`src/rtl/ifm_rd_resp_pkg.sv`:
```
// Definitions shared by the IFM read DMA and the per-bank read responder:
// default geometry, the returned beat layout, the read tag and the framing-FSM encoding.
package ifm_rd_resp_pkg;

    localparam int IFM_AW = 14;
    localparam int IFM_DN = 8;
    localparam int IFM_DW = 8;
    localparam int IFM_RL = 1;
    localparam int IFM_FD = 4;

    typedef struct packed {
        logic [IFM_DN*IFM_DW-1:0] data;
        logic                     first;
        logic                     last;
    } ifm_beat_t;

    typedef struct packed {
        logic valid;
        logic first;
        logic last;
    } ifm_tag_t;

    localparam logic [0:0] FRM_IDLE  = 1'b0;
    localparam logic [0:0] FRM_BURST = 1'b1;

    // A burst must open with first in IDLE and must not see a new first while open.
    function automatic logic frm_error(input logic [0:0] state, input logic first);
        return (state == FRM_IDLE) ? !first : first;
    endfunction

    function automatic logic [0:0] frm_next(input logic [0:0] state, input logic first,
                                            input logic last);
        if (first) begin
            return last ? FRM_IDLE : FRM_BURST;
        end
        if (last) begin
            return FRM_IDLE;
        end
        return state;
    endfunction

endpackage

```
`src/rtl/rresp_fifo.sv`:
```
// Synchronous return FIFO: DEPTH storage entries behind a registered output stage,
// with bypass into the output register when storage is empty.
module rresp_fifo #(
    parameter int WIDTH = 66,
    parameter int DEPTH = 4
) (
    input  logic                         clk,
    input  logic                         rst,
    input  logic                         push,
    input  logic [WIDTH-1:0]             push_data,
    input  logic                         pop,
    output logic [WIDTH-1:0]             out_data,
    output logic                         out_valid,
    output logic [$clog2(DEPTH+1)-1:0]   count
);

    localparam int PW = (DEPTH > 1) ? $clog2(DEPTH) : 1;
    localparam int CW = $clog2(DEPTH + 1);

    logic [WIDTH-1:0] mem [DEPTH];
    logic [PW-1:0]    wr_ptr;
    logic [PW-1:0]    rd_ptr;
    logic [CW-1:0]    mem_cnt;
    logic             load_out;
    logic             mem_rd;
    logic             bypass;
    logic             mem_wr;

    function automatic logic [PW-1:0] ptr_inc(input logic [PW-1:0] p);
        return (p == PW'(DEPTH - 1)) ? '0 : p + PW'(1);
    endfunction

    // The output register may take a new beat when it is empty or being popped.
    assign load_out = !out_valid || pop;
    assign mem_rd   = load_out && (mem_cnt != '0);
    assign bypass   = load_out && (mem_cnt == '0) && push;
    assign mem_wr   = push && !bypass;
    assign count    = mem_cnt + CW'(out_valid);

    // NOTE: storage is deliberately not reset; pointers and out_valid define what is live.
    always_ff @(posedge clk) begin
        if (mem_wr) begin
            mem[wr_ptr] <= push_data;
        end
    end

    // NOTE: sequential state uses <= so every register samples pre-edge values.
    always_ff @(posedge clk) begin
        if (rst) begin
            wr_ptr    <= '0;
            rd_ptr    <= '0;
            mem_cnt   <= '0;
            out_valid <= 1'b0;
            out_data  <= '0;
        end else begin
            if (mem_wr) begin
                wr_ptr <= ptr_inc(wr_ptr);
            end
            if (mem_rd) begin
                rd_ptr <= ptr_inc(rd_ptr);
            end
            if (mem_wr && !mem_rd) begin
                mem_cnt <= mem_cnt + CW'(1);
            end else if (mem_rd && !mem_wr) begin
                mem_cnt <= mem_cnt - CW'(1);
            end
            if (load_out) begin
                if (mem_rd) begin
                    out_data  <= mem[rd_ptr];
                    out_valid <= 1'b1;
                end else if (bypass) begin
                    out_data  <= push_data;
                    out_valid <= 1'b1;
                end else begin
                    out_valid <= 1'b0;
                end
            end
        end
    end

    no_overflow_a: assert property (@(posedge clk) disable iff (rst)
        !(mem_wr && !mem_rd && (mem_cnt == CW'(DEPTH))));

    no_underflow_a: assert property (@(posedge clk) disable iff (rst)
        !(pop && !out_valid));

endmodule

```
`src/rtl/ifm_rd_resp.sv`:
```
// IFM read responder for one SRAM bank: accepts tagged address beats under a credit limit,
// issues SRAM reads and returns the read data with the original first/last tags.
module ifm_rd_resp
    import ifm_rd_resp_pkg::*;
#(
    parameter int DW = IFM_DW,
    parameter int DN = IFM_DN,
    parameter int AW = IFM_AW,
    parameter int RL = IFM_RL,
    parameter int FD = IFM_FD
) (
    input  logic             clk,
    input  logic             rst,
    input  logic [AW-1:0]    addr,
    input  logic             addr_first,
    input  logic             addr_last,
    input  logic             addr_valid,
    output logic             addr_ready,
    output logic             mem_ce,
    output logic [AW-1:0]    mem_addr,
    input  logic [DN*DW-1:0] mem_rdata,
    output logic [DN*DW-1:0] data,
    output logic             data_first,
    output logic             data_last,
    output logic             data_valid,
    input  logic             data_ready,
    output logic             err_seq
);

    localparam int CW = $clog2(FD + 1);

    typedef struct packed {
        logic [DN*DW-1:0] data;
        logic             first;
        logic             last;
    } rbeat_t;

    logic [CW-1:0]         cnt;
    logic                  accept;
    logic                  pop;
    ifm_tag_t [RL-1:0]     tag_pipe;
    rbeat_t                push_beat;
    rbeat_t                out_beat;
    logic [CW-1:0]         fifo_count;
    logic [0:0]            frm_state;
    logic [0:0]            frm_nxt;
    logic                  frm_err;

    // A credit is held from address accept until the beat leaves the output register,
    // so every issued read has a FIFO slot waiting for it.
    assign addr_ready = !rst && (cnt < CW'(FD));
    assign accept     = addr_valid && addr_ready;
    assign pop        = data_valid && data_ready;
    assign mem_ce     = accept;
    assign mem_addr   = accept ? addr : '0;

    always_ff @(posedge clk) begin
        if (rst) begin
            cnt <= '0;
        end else if (accept && !pop) begin
            cnt <= cnt + CW'(1);
        end else if (pop && !accept) begin
            cnt <= cnt - CW'(1);
        end
    end

    // Tags travel alongside the SRAM read; the last stage lines up with mem_rdata.
    always_ff @(posedge clk) begin
        if (rst) begin
            tag_pipe <= '0;
        end else begin
            tag_pipe[0] <= '{valid: accept, first: addr_first, last: addr_last};
            for (int i = 1; i < RL; i++) begin
                tag_pipe[i] <= tag_pipe[i-1];
            end
        end
    end

    assign push_beat = '{data: mem_rdata, first: tag_pipe[RL-1].first,
                         last: tag_pipe[RL-1].last};

    rresp_fifo #(
        .WIDTH ($bits(rbeat_t)),
        .DEPTH (FD)
    ) u_fifo (
        .clk       (clk),
        .rst       (rst),
        .push      (tag_pipe[RL-1].valid),
        .push_data (push_beat),
        .pop       (pop),
        .out_data  (out_beat),
        .out_valid (data_valid),
        .count     (fifo_count)
    );

    assign data       = out_beat.data;
    assign data_first = out_beat.first;
    assign data_last  = out_beat.last;

    always_comb begin
        // NOTE: defaults come first so no path leaves an output unassigned (no latch).
        frm_nxt = frm_state;
        frm_err = 1'b0;
        if (accept) begin
            frm_nxt = frm_next(frm_state, addr_first, addr_last);
            frm_err = frm_error(frm_state, addr_first);
        end
    end

    always_ff @(posedge clk) begin
        if (rst) begin
            frm_state <= FRM_IDLE;
            err_seq   <= 1'b0;
        end else begin
            frm_state <= frm_nxt;
            if (frm_err) begin
                err_seq <= 1'b1;
            end
        end
    end

    credit_bound_a: assert property (@(posedge clk) disable iff (rst)
        cnt <= CW'(FD));

    fifo_within_credit_a: assert property (@(posedge clk) disable iff (rst)
        fifo_count <= cnt);

endmodule

```
`config.mk`:
```
export PLATFORM = sky130hd
export DESIGN_NAME = ifm_rd_resp
export DESIGN_NICKNAME = d
export VERILOG_FILES = /design/src/rtl/ifm_rd_resp_pkg.sv /design/src/rtl/rresp_fifo.sv /design/src/rtl/ifm_rd_resp.sv
export SDC_FILE = /design/constraint.sdc
export NUM_CORES = 1
export LEC_CHECK = 0
export BUFFER_PORTS_ARGS = -buffer_cell sky130_fd_sc_hd__buf_2
export CAP_MARGIN = 20
export CORE_UTILIZATION = 48
export DETAILED_ROUTE_END_ITERATION = 10
export HOLD_SLACK_MARGIN = 0.12
export PLACE_DENSITY = 0.68
export SYNTH_ARGS = -nofsm -noshare
export SYNTH_HDL_FRONTEND = slang
export SYNTH_SLANG_ARGS = --single-unit
```
`constraint.sdc`:
```
create_clock -name clk -period 5.3 [get_ports clk]
set_clock_uncertainty 0.15 [all_clocks]
set_input_delay 0 -clock clk [delete_from_list [all_inputs] [get_ports clk]]
set_output_delay 0 -clock clk [all_outputs]
set_load 0.02 [all_outputs]
```
==> Flow_metrics.wiki, run 1 <==
{| class="wikitable"
! Metric !! Value
|-
| Post-detailed-routing wire length || 28.7 mm
|-
| Area added between synthesis and finish || 22.7%
|-
| Portion of netlist area occupied by mux cells || 0.110
|-
| Skew-Pair Late Insertion Delay || 0.50 ns
|-
| CTS clk-pin slew, worst paths || 0.06 ns
|-
| Clock tree from TritonCTS || yes
|-
| Endpoint class of the critical path || register
|-
| Critical path, cell by cell || or3_4, o21ai_4, buf_4, a21oi_1, a211oi_1
|-
| Post-DR wirelength/cell || 19.6 um
|-
| CP Data Arrival Time || 3.39 ns
|-
| Fraction of post-synthesis cell area in the top cell type by area || 0.585
|-
| Critical Path Source Type || register
|-
| Crit-path leading delay family || compound AO/OA/AOI/OAI gates
|-
| Cells after DPL || 1311
|-
| Headroom to the max-slew limit || 0.280
|-
| Count of final max-slew check failures || 0
|-
| Average vias per placed instance || 5.51
|-
| CTS root buf || clkbuf_16
|-
| Total number of vias || 8057
|-
| Number of hold violations in the final report || 0
|-
| Unrepaired setup endpoints after global routing || no
|-
| Xor and xnor area share after synthesis || 0.00323
|-
| Remaining antenna violation count after routing || 0
|-
| Most area-hungry cell type in the Yosys netlist || edfxtp_1
|-
| Synthesized-area fraction occupied by ao, oa, aoi and oai cells || 0.0786
|-
| Library cell contributing the largest single delay on the critical path || o21ai_4
|-
| Clock buffers created by TritonCTS || 36
|-
| Number of input and output port buffers inserted || 167
|-
| Number of buffers added for setup after CTS || 0
|-
| Post-Syn Area per Cell || 16.4 um^2
|-
| Class of the tightest hold or removal check || in -> reg
|-
| Iteration-0 DRC count of the detailed router || 587
|-
| Final GP Congestion || 0.682
|-
| Power density relative to cell area || 555 nW/um^2
|-
| Number of design rule violations left after detail routing || 0
|-
| Die Footprint || 28900 um^2
|-
| Synthesized area || 13600 um^2
|-
| Clock tree sinks || 348
|-
| Fillers || 2145
|-
| H-Tree Depth || 2
|-
| Initial Util || 0.488
|-
| Ranking of synthesized cells by area || edfxtp_1 (58%), dfxtp_1 (12%), mux4_2 (11%)
|-
| Pin count of the biggest net entering global routing || 76
|-
| Vias in the first global route || 8013
|-
| Die width || 170 um
|-
| Number of rows in the core area || 61
|-
| Std-Cell Core Area || 27800 um^2
|-
| Pre-Repair DR Iteration Count || 5
|-
| Data required time of the worst path || 5.55 ns
|-
| DIE HEIGHT || 170 um
|-
| Gr usage total || 0.199
|-
| Run status || finished, final reports clean
|-
| Unique masters post-synth || 36
|-
| Number of nets in the finished design || 1152
|-
| Crit Path Class || reg -> reg
|-
| Overflow left after global routing || 0
|-
| Transition at the pin with the smallest max-transition slack || 1.08 ns
|-
| Maximum fanout along the worst path || 75
|-
| Number of enable flip-flop cells after synthesis || 264
|-
| TNS Setup || 0 ns
|-
| Endpoints failing setup || 0
|-
| Critical path buffers and inverters || 1
|-
| Most numerous cell in the Yosys netlist || edfxtp_1
|-
| Design Power || 9.22 mW
|-
| ANT cells || 0
|-
| Proportion of layout cells with a drive suffix above 1 || 0.300
|-
| Main flop type after synthesis || edfxtp_1
|-
| Ys Warns || 0
|-
| Sequential fraction of the synthesis area || 0.709
|-
| First-pass GRT wire length || 43.9 mm
|-
| Flip-flop and latch count after synthesis || 348
|-
| Peak clock frequency supported by timing || 319 MHz
|-
| Combinational family with the most area after synthesis || multiplexers
|-
| Cts repair resizes || 0
|-
| Leakage dissipation || 5.84 nW
|-
| Boundary pin count || 168
|-
| Number of buffers on the longest clock path || 3
|-
| Leading cell types by count after synthesis || edfxtp_1 (264), dfxtp_1 (84), nor2_1 (73)
|-
| HPWL after DPL || 15.1 mm
|-
| FFs w/ async S/R, synth || 0
|-
| Clock period minus worst slack || 3.14 ns
|-
| CP peak stage delay || 0.98 ns
|-
| Post-route non-filler standard cell count || 1463
|-
| Max-Cap Viols || 0
|-
| Number of antenna violations at the first check in global routing || 0
|-
| Fin crit share || 0.592
|-
| Area fraction in and, or, nand and nor cells after synthesis || 0.0633
|-
| Share of synthesized cell area in full adder, half adder and majority cells || 0.00849
|-
| Cell count after synthesis || 825
|-
| VDD IR-drop max || 464 uV
|-
| Number of nets in the synthesized netlist || 917
|}
[state kept, by name, summed over array words and instances (netlist names), named ones only]
register	flops
cnt	3
err_seq	1
frm_state	1
push_beat	2
tag_pipe	1
u_fifo.mem	264
u_fifo.mem_cnt	3
u_fifo.out_data	66
u_fifo.out_valid	1
u_fifo.rd_ptr	2
u_fifo.wr_ptr	2
[cell families after synthesis]
group                    after synthesis
AO/OA/AOI/OAI                        149
adder cells (fa/ha/maj)                8
buffers and inverters                 67
XOR/XNOR                               5
AND/OR/NAND/NOR                      181
multiplexers                          67
flip-flops                           348
[report_power, final]
group	switching [mW]	internal (mW)	total [mW]
clock network	0.977	1.47	2.45
logic	1.95	1.17	3.12
registers	0.290	3.37	3.66
[final cells by class]
cell class	instances	area (um^2)	area share
clock inverter	11	126	0.00760
timing repair buffer	260	1780	0.107
multi-input combinational	410	3610	0.217
sequential	348	9620	0.578
inverter	4	15.0	0.000903
clock buffer	52	1010	0.0609
tap	378	473	0.0284
[routing by layer]
metal  wire [um]  GRT usage
met5           0          0
met4         389     0.0447
met3        1560     0.0344
met2       14500      0.342
met1       12200      0.266
[what timing repair did]
action	CTS	global route
hold buffers	88	0
endpoints found under the setup margin	0	0
hold endpoints to repair	334	0
[layout by cell type, fill, tap and decap left out, drive strengths merged, types with 6 or more instances in the layout]
master | synthesis | final
nand3 | 67 | 67
ha | 6 | 6
mux4 | 66 | 66
buf | 38 | 172
a211oi | 67 | 67
and2 | 6 | 6
edfxtp | 264 | 264
clkbuf | 25 | 52
nor2 | 73 | 73
dfxtp | 84 | 84
nand2 | 8 | 8
and3 | 14 | 14
clkinv | 0 | 7
a21oi | 74 | 74
dlygate4sd3 | 0 | 88
[final timing paths]
kind                          start  slack (ns)             endpoint  depth (start not counted)
setup / recovery  u_fifo.mem_cnt[0]        2.16  u_fifo.out_data[46]                          5
hold / removal        mem_rdata[63]        0.13    u_fifo.mem[0][65]                          2
setup reg to reg  u_fifo.mem_cnt[0]        2.16  u_fifo.out_data[46]                          5
hold reg to reg             err_seq        0.32              err_seq                          2
[per-stage QoR]
step | setup WS (ns) | cell area (um^2) | util | hold slack [ns]
final | 2.16 | 16600 | 0.599 | 0.128
after global routing | 2.03 | 16600 | 0.599 | 0.125
after CTS | 2.18 | 16600 | 0.598 | 0.120
after detailed placement | 2.19 | 14600 | 0.525 | 0.0556
after global placement | 2.25 | 14600 | 0.525 | 0.0459
after floorplan | 2.15 | 13600 | - | -0.0534
(Power assumes the default switching activity.)
==> run 2, diff against run 1 <==
Clock period 5.3 ns to 3 ns, I/O delays scaled along.
==> run 2 against run 1 <==
Against the previous run: via count is 2.0% higher; sequential share of layout area is 1.3 points lower; global-route usage is 1.2 points higher; combinational power is 86% higher; non-clock buffer count is 28 higher; critical endpoint is now u_fifo.wr_ptr[0].
==> Flow_metrics.wiki, run 2 (synthesis results as in run 1) <==
{| class="wikitable"
! Metric !! Value
|-
| Maximum fanout along the worst path || 54 (-28%)
|-
| Std-Cell Core Area || 27800 um^2 (unchanged)
|-
| Power density relative to cell area || 978 nW/um^2 (+76%)
|-
| H-Tree Depth || 2 (unchanged)
|-
| Number of buffers on the longest clock path || 3 (unchanged)
|-
| Post-DR wirelength/cell || 20.2 um (+3.0%)
|-
| First-pass GRT wire length || 46.2 mm (+5.4%)
|-
| Clock tree sinks || 348 (unchanged)
|-
| Peak clock frequency supported by timing || 417 MHz (+31%)
|-
| Pin count of the biggest net entering global routing || 67 (-12%)
|-
| Die width || 170 um (unchanged)
|-
| VDD IR-drop max || 713 uV (+54%)
|-
| Gr usage total || 0.212 (+0.0125)
|-
| Pre-Repair DR Iteration Count || 5 (unchanged)
|-
| CTS clk-pin slew, worst paths || 0.06 ns (about the same)
|-
| Number of design rule violations left after detail routing || 0 (unchanged)
|-
| Fillers || 2112 (-1.5%)
|-
| Multi-input gate area || 3610 um^2 (unchanged)
|-
| CTS root buf || clkbuf_16
|-
| Die Footprint || 28900 um^2 (unchanged)
|-
| Instance area at placement || 14900 um^2 (+2.1%)
|-
| Max-Cap Viols || 0 (unchanged)
|-
| Endpoint class of the critical path || register
|-
| Vias in the first global route || 8179 (+2.1%)
|-
| Overflow left after global routing || 0 (unchanged)
|-
| Fin crit share || 0.799 (+0.207)
|-
| CP Data Arrival Time || 2.67 ns (-0.72 ns)
|-
| Endpoints failing setup || 0 (unchanged)
|-
| TNS Setup || 0 ns (unchanged)
|-
| Leakage dissipation || 6.03 nW (+3.3%)
|-
| Count of final max-slew check failures || 0 (unchanged)
|-
| Number of antenna violations at the first check in global routing || 0 (unchanged)
|-
| Area added between synthesis and finish || 25.5%
|-
| Number of nets in the finished design || 1180 (+2.4%)
|-
| Post-layout utilization of the core || 0.612 (+0.0136)
|-
| Remaining antenna violation count after routing || 0 (unchanged)
|-
| Registers with the most flip-flops || u_fifo.mem (264), u_fifo.out_data (66)
|-
| Number of buffers added for setup after CTS || 0 (unchanged)
|-
| Number of hold violations in the final report || 0 (unchanged)
|-
| Headroom to the max-slew limit || 0.384 (+0.104)
|-
| DIE HEIGHT || 170 um (unchanged)
|-
| Leading cell type in the layout, fill and taps excluded || edfxtp_1
|-
| Most flop-heavy register || u_fifo.mem
|-
| Area taken by flip-flops and latches || 9620 um^2 (unchanged)
|-
| Proportion of layout cells with a drive suffix above 1 || 0.316 (+0.0164)
|-
| Crit Path Class || reg -> reg
|-
| Class of the tightest hold or removal check || in -> reg
|-
| Post-detailed-routing wire length || 30.1 mm (+5.0%)
|-
| Highest-count cells in the layout ignoring fill and taps || edfxtp_1 (264), buf_2 (166), dlygate4sd3_1 (95)
|-
| Unrepaired setup endpoints after global routing || no
|-
| Average vias per placed instance || 5.51 (about the same)
|-
| Run status || finished, final reports clean
|-
| Clock period minus worst slack || 2.40 ns (-0.741 ns)
|-
| Post-route non-filler standard cell count || 1492 (+2.0%)
|-
| HPWL after DPL || 17.1 mm (+13%)
|-
| Clock tree from TritonCTS || yes
|-
| Final non-filler cell area || 17000 um^2 (+2.3%)
|-
| Number of rows in the core area || 61 (unchanged)
|-
| Clock buffers created by TritonCTS || 36 (unchanged)
|-
| Iteration-0 DRC count of the detailed router || 576 (-1.9%)
|-
| Critical Path Source Type || register
|-
| Boundary pin count || 168 (unchanged)
|-
| Initial Util || 0.488 (unchanged)
|-
| Number of input and output port buffers inserted || 167 (unchanged)
|-
| Total number of vias || 8220 (+2.0%)
|-
| Skew-Pair Late Insertion Delay || 0.50 ns (about the same)
|-
| Transition at the pin with the smallest max-transition slack || 0.924 ns (-0.152 ns)
|-
| Number of flip-flops in the largest register || 264 (unchanged)
|-
| ANT cells || 0 (unchanged)
|-
| Cells after DPL || 1333 (+1.7%)
|-
| Data required time of the worst path || 3.28 ns (-2.27 ns)
|-
| Worst hold slack after final layout || 0.128 ns (-0.000745 ns)
|-
| Final GP Congestion || 0.701 (+2.8%)
|}
run 2: worst max-delay path, stage by stage, from the launching register on:
cell	delay, ns
dfxtp_1	0.40
or3_4	0.37
buf_4	0.64
o21ai_0	0.25
or3_1	0.35
a21oi_1	0.13
run 2: metal layers:
metal / track usage / share of wire / vias up
met5: 0 / 0 / -
met3: 0.0323 / 0.046 / 47
li1: - / - / 3765
met4: 0.0627 / 0.020 / 0
met1: 0.287 / 0.43 / 4172
met2: 0.355 / 0.50 / 236
run 2: final cells by class:
class                   instances  share of cell area
inverters                       4            0.000883
repair buffers                288               0.125
flip-flops and latches        348               0.565
clock buffers                  49              0.0600
multi-input cells             410               0.212
well taps                     378              0.0278
clock inverters                15             0.00883
run 2: per-stage QoR:
step | setup slack (ns) | power [mW]
after CTS | 0.569 | 16.8
final | 0.602 | 16.6
after global placement | 0.672 | 12.1
after detailed placement | 0.577 | 12.3
after global routing | 0.387 | 17.5
after floorplan | 0.570 | 10.6
run 2: power by group:
part           total [mW]  internal, mW  switching [mW]
Combinational        5.81          2.21            3.60
Clock                4.40          2.64            1.76
Sequential           6.42          5.94           0.481
Total                16.6          10.8            5.84
run 2: repair_timing:
| item | 4_1_cts | 5_1_grt |
|---|---|---|
| gates resized for setup | 0 | 0 |
| hold buffers | 95 | 0 |
| endpoints found under the hold margin | 336 | 0 |
| endpoints found under the setup margin | 0 | 0 |
run 2: worst paths after layout:
| check | start | endpoint | slack, ns | cells past startpoint |
|---|---|---|---|---|
| setup / recovery | u_fifo.mem_cnt[0] | u_fifo.wr_ptr[0] | 0.60 | 5 |
| hold reg to reg | u_fifo.rd_ptr[1] | register | 0.32 | 2 |
| setup reg to reg | u_fifo.mem_cnt[0] | u_fifo.wr_ptr[0] | 0.60 | 5 |
| hold / removal | mem_rdata[55] | u_fifo.mem[1][57] | 0.13 | 2 |
==> run 3, diff against run 2 <==
Settings changed: ABC_AREA set to 1.
Clock period 3 ns to 2.5 ns, I/O delays scaled along.
==> run 3 against run 2 <==
Against the previous run: highest routed layer unchanged; area after synthesis grew 6.2%; wire length grew 12%; sequential cell count is the same; largest cell class unchanged; setup slack lost 0.29 ns; sequential power grew 15%; synthesized cell count grew 71%; design area grew 6.5%; combinational power grew 16%; maximum frequency grew 9.4%; die area grew 6.1%.
==> Flow_metrics.wiki, run 3 <==
{| class="wikitable"
! Metric !! Value
|-
| Run status || finished, final reports clean
|-
| Die width || 175 um (+3.0%)
|-
| Post-route met1 wirelength || 14.7 mm (+13%)
|-
| Final GP Congestion || 0.725 (+3.4%)
|-
| Iteration-0 DRC count of the detailed router || 797 (+38%)
|-
| Instance area at placement || 15700 um^2 (+5.3%)
|-
| Number of buffers on the longest clock path || 3 (unchanged)
|-
| Main flop type after synthesis || edfxtp_1
|-
| Max-Cap Viols || 0 (unchanged)
|-
| Number of nets in the finished design || 1763 (+49%)
|-
| Post-detailed-routing wire length || 33.7 mm (+12%)
|-
| Average vias per placed instance || 5.11 (-7.2%)
|-
| Leading cell type in the layout, fill and taps excluded || nand2_1
|-
| Most area-hungry cell type in the Yosys netlist || edfxtp_1
|-
| Number of nets in the synthesized netlist || 1506 (+64%)
|-
| Clock tree from TritonCTS || yes
|-
| DIE HEIGHT || 175 um (+3.0%)
|-
| VDD IR-drop max || 766 uV (+7.4%)
|-
| Unrepaired setup endpoints after global routing || no
|-
| Class of the tightest hold or removal check || in -> reg
|-
| Fraction of post-synthesis cell area in the top cell type by area || 0.551 (-0.0340)
|-
| Number of antenna violations at the first check in global routing || 2 (+2)
|-
| Flip-flop and latch count after synthesis || 348 (unchanged)
|-
| Post-DR wirelength/cell || 16.1 um (-20%)
|-
| Number of input and output port buffers inserted || 167 (unchanged)
|-
| Proportion of layout cells with a drive suffix above 1 || 0.153 (-0.163)
|-
| Die Footprint || 30700 um^2 (+6.1%)
|-
| Crit Path Class || reg -> reg
|-
| Number of design rule violations left after detail routing || 0 (unchanged)
|-
| Ranking of synthesized cells by area || edfxtp_1 (55%), dfxtp_1 (12%), nand2_1 (11%)
|-
| Data required time of the worst path || 2.75 ns (-0.53 ns)
|-
| Top sig layer || met4
|-
| Synthesized area || 14400 um^2 (+6.2%)
|-
| Number of buffers added for setup after CTS || 0 (unchanged)
|-
| Std-Cell Core Area || 29600 um^2 (+6.4%)
|-
| Gr usage total || 0.224 (+0.0119)
|-
| Headroom to the max-slew limit || 0.340 (-0.0445)
|-
| Hold buffer count at cts || 114 (+20%)
|-
| Count of final max-slew check failures || 0 (unchanged)
|-
| Number of enable flip-flop cells after synthesis || 264 (unchanged)
|-
| CP Data Arrival Time || 2.44 ns (-0.23 ns)
|-
| CTS clk-pin slew, worst paths || 0.06 ns (about the same)
|-
| Maximum fanout along the worst path || 62 (+15%)
|-
| Transition at the pin with the smallest max-transition slack || 0.987 ns (+0.0630 ns)
|-
| TNS Setup || 0 ns (unchanged)
|-
| CTS root buf || clkbuf_16
|-
| Design Power || 19.9 mW (+20%)
|-
| Skew-Pair Late Insertion Delay || 0.51 ns (about the same)
|-
| Boundary pin count || 168 (unchanged)
|-
| Pin count of the biggest net entering global routing || 133 (+99%)
|-
| Sequential fraction of the synthesis area || 0.668 (-0.0412)
|-
| Vias in the first global route || 10500 (+28%)
|-
| Fin crit share || 0.877 (+0.0778)
|-
| Pre-Repair DR Iteration Count || 5 (unchanged)
|-
| Cell count after synthesis || 1414 (+71%)
|-
| Final non-filler cell area || 18100 um^2 (+6.5%)
|-
| Critical Path Source Type || register
|-
| H-Tree Depth || 2 (unchanged)
|-
| Number of flip-flops in the largest register || 264 (unchanged)
|-
| Area taken by flip-flops and latches || 9620 um^2 (unchanged)
|-
| Remaining antenna violation count after routing || 0 (unchanged)
|-
| Ys Warns || 0 (unchanged)
|-
| Registers with the most flip-flops || u_fifo.mem (264), u_fifo.out_data (66)
|-
| First-pass GRT wire length || 54.3 mm (+17%)
|-
| Multi-input gate area || 4040 um^2 (+12%)
|-
| Unique masters post-synth || 23 (-36%)
|-
| Number of rows in the core area || 63 (+3.3%)
|-
| Endpoints failing setup || 0 (unchanged)
|-
| Worst hold slack after final layout || 0.128 ns (+0.000683 ns)
|-
| Post-Syn Area per Cell || 10.2 um^2 (-38%)
|-
| Post-layout utilization of the core || 0.613 (+0.000633)
|-
| Endpoint class of the critical path || register
|-
| Area added between synthesis and finish || 25.9%
|-
| Most numerous cell in the Yosys netlist || nand2_1
|-
| Amount of wire on met3 after detailed routing || 1.82 mm (+33%)
|-
| Clock period minus worst slack || 2.19 ns (-0.205 ns)
|-
| Most flop-heavy register || u_fifo.mem
|-
| Leading cell types by count after synthesis || nand2_1 (411), edfxtp_1 (264), nand3_1 (201)
|-
| Power density relative to cell area || 1100 nW/um^2 (+12%)
|-
| Clock buffers created by TritonCTS || 37 (+2.8%)
|-
| Routed length on met2 || 16.6 mm (+9.8%)
|-
| FFs w/ async S/R, synth || 0 (unchanged)
|-
| Cts repair resizes || 0 (unchanged)
|-
| Total number of vias || 10700 (+30%)
|-
| HPWL after DPL || 18.1 mm (+5.6%)
|-
| Peak clock frequency supported by timing || 456 MHz (+9.4%)
|-
| Highest-count cells in the layout ignoring fill and taps || nand2_1 (411), edfxtp_1 (264), nand3_1 (201)
|-
| Initial Util || 0.487 (-0.00107)
|-
| Number of hold violations in the final report || 0 (unchanged)
|-
| Leakage dissipation || 7.38 nW (+22%)
|-
| Clock tree sinks || 348 (unchanged)
|-
| Overflow left after global routing || 0 (unchanged)
|-
| Fillers || 2370 (+12%)
|}
run 3: cells by family (layout without fill, tap and decap cells):
group           Yosys count  count (layout)  share of synthesized area
compound gates          149             149                     0.0643
xor+xnor                  1               1                   0.000609
fa+ha+maj                 8               8                    0.00800
buf+inv                 191             476                     0.0543
flops                   348             348                      0.668
other cells               0               2                          0
simple gates            717             717                      0.205
run 3: critical path, stage by stage (launching register included):
cell     delay (ns)
dfxtp_1        0.35
nor2_1         0.14
nand2_2        0.08
o21ai_4        0.76
buf_12         0.36
nand2_1        0.10
nand2_1        0.08
a21oi_1        0.04
run 3: worst paths after layout:
path                     start                  end  slack [ns]  depth (start not counted)
min              mem_rdata[18]    u_fifo.mem[1][20]        0.13                          2
min reg2reg       push_beat[0]     u_fifo.mem[2][0]        0.35                          0
max          u_fifo.mem_cnt[0]  u_fifo.out_data[16]        0.31                          7
max reg2reg  u_fifo.mem_cnt[0]  u_fifo.out_data[16]        0.31                          7
run 3: stage by stage:
stage          setup slack (ns)  std cells
2_1_floorplan            0.0231       1414
3_3_place_gp              0.378       1908
3_5_place_dp              0.315       1908
4_1_cts                   0.297       2089
5_1_grt                   0.108       2091
6_report                  0.307       2091
run 3: final cells by class:
| type | instances | share of cell area |
|---|---|---|
| diodes | 2 | 0.000276 |
| clock buffers | 48 | 0.0568 |
| clock inverters | 19 | 0.0149 |
| inverters | 103 | 0.0215 |
| multi-input cells | 875 | 0.223 |
| flip-flops and latches | 348 | 0.531 |
| well taps | 390 | 0.0269 |
| repair buffers | 306 | 0.126 |
run 3: layer usage:
layer  GRT usage  vias up
met2       0.384      283
li1            -     5243
met5           0        -
met3      0.0387       36
met4      0.0569        0
met1       0.293     5131
run 3: power breakdown:
group | internal (mW) | switching (mW)
logic | 2.14 | 4.59
registers | 7.02 | 0.355
clock network | 3.63 | 2.18
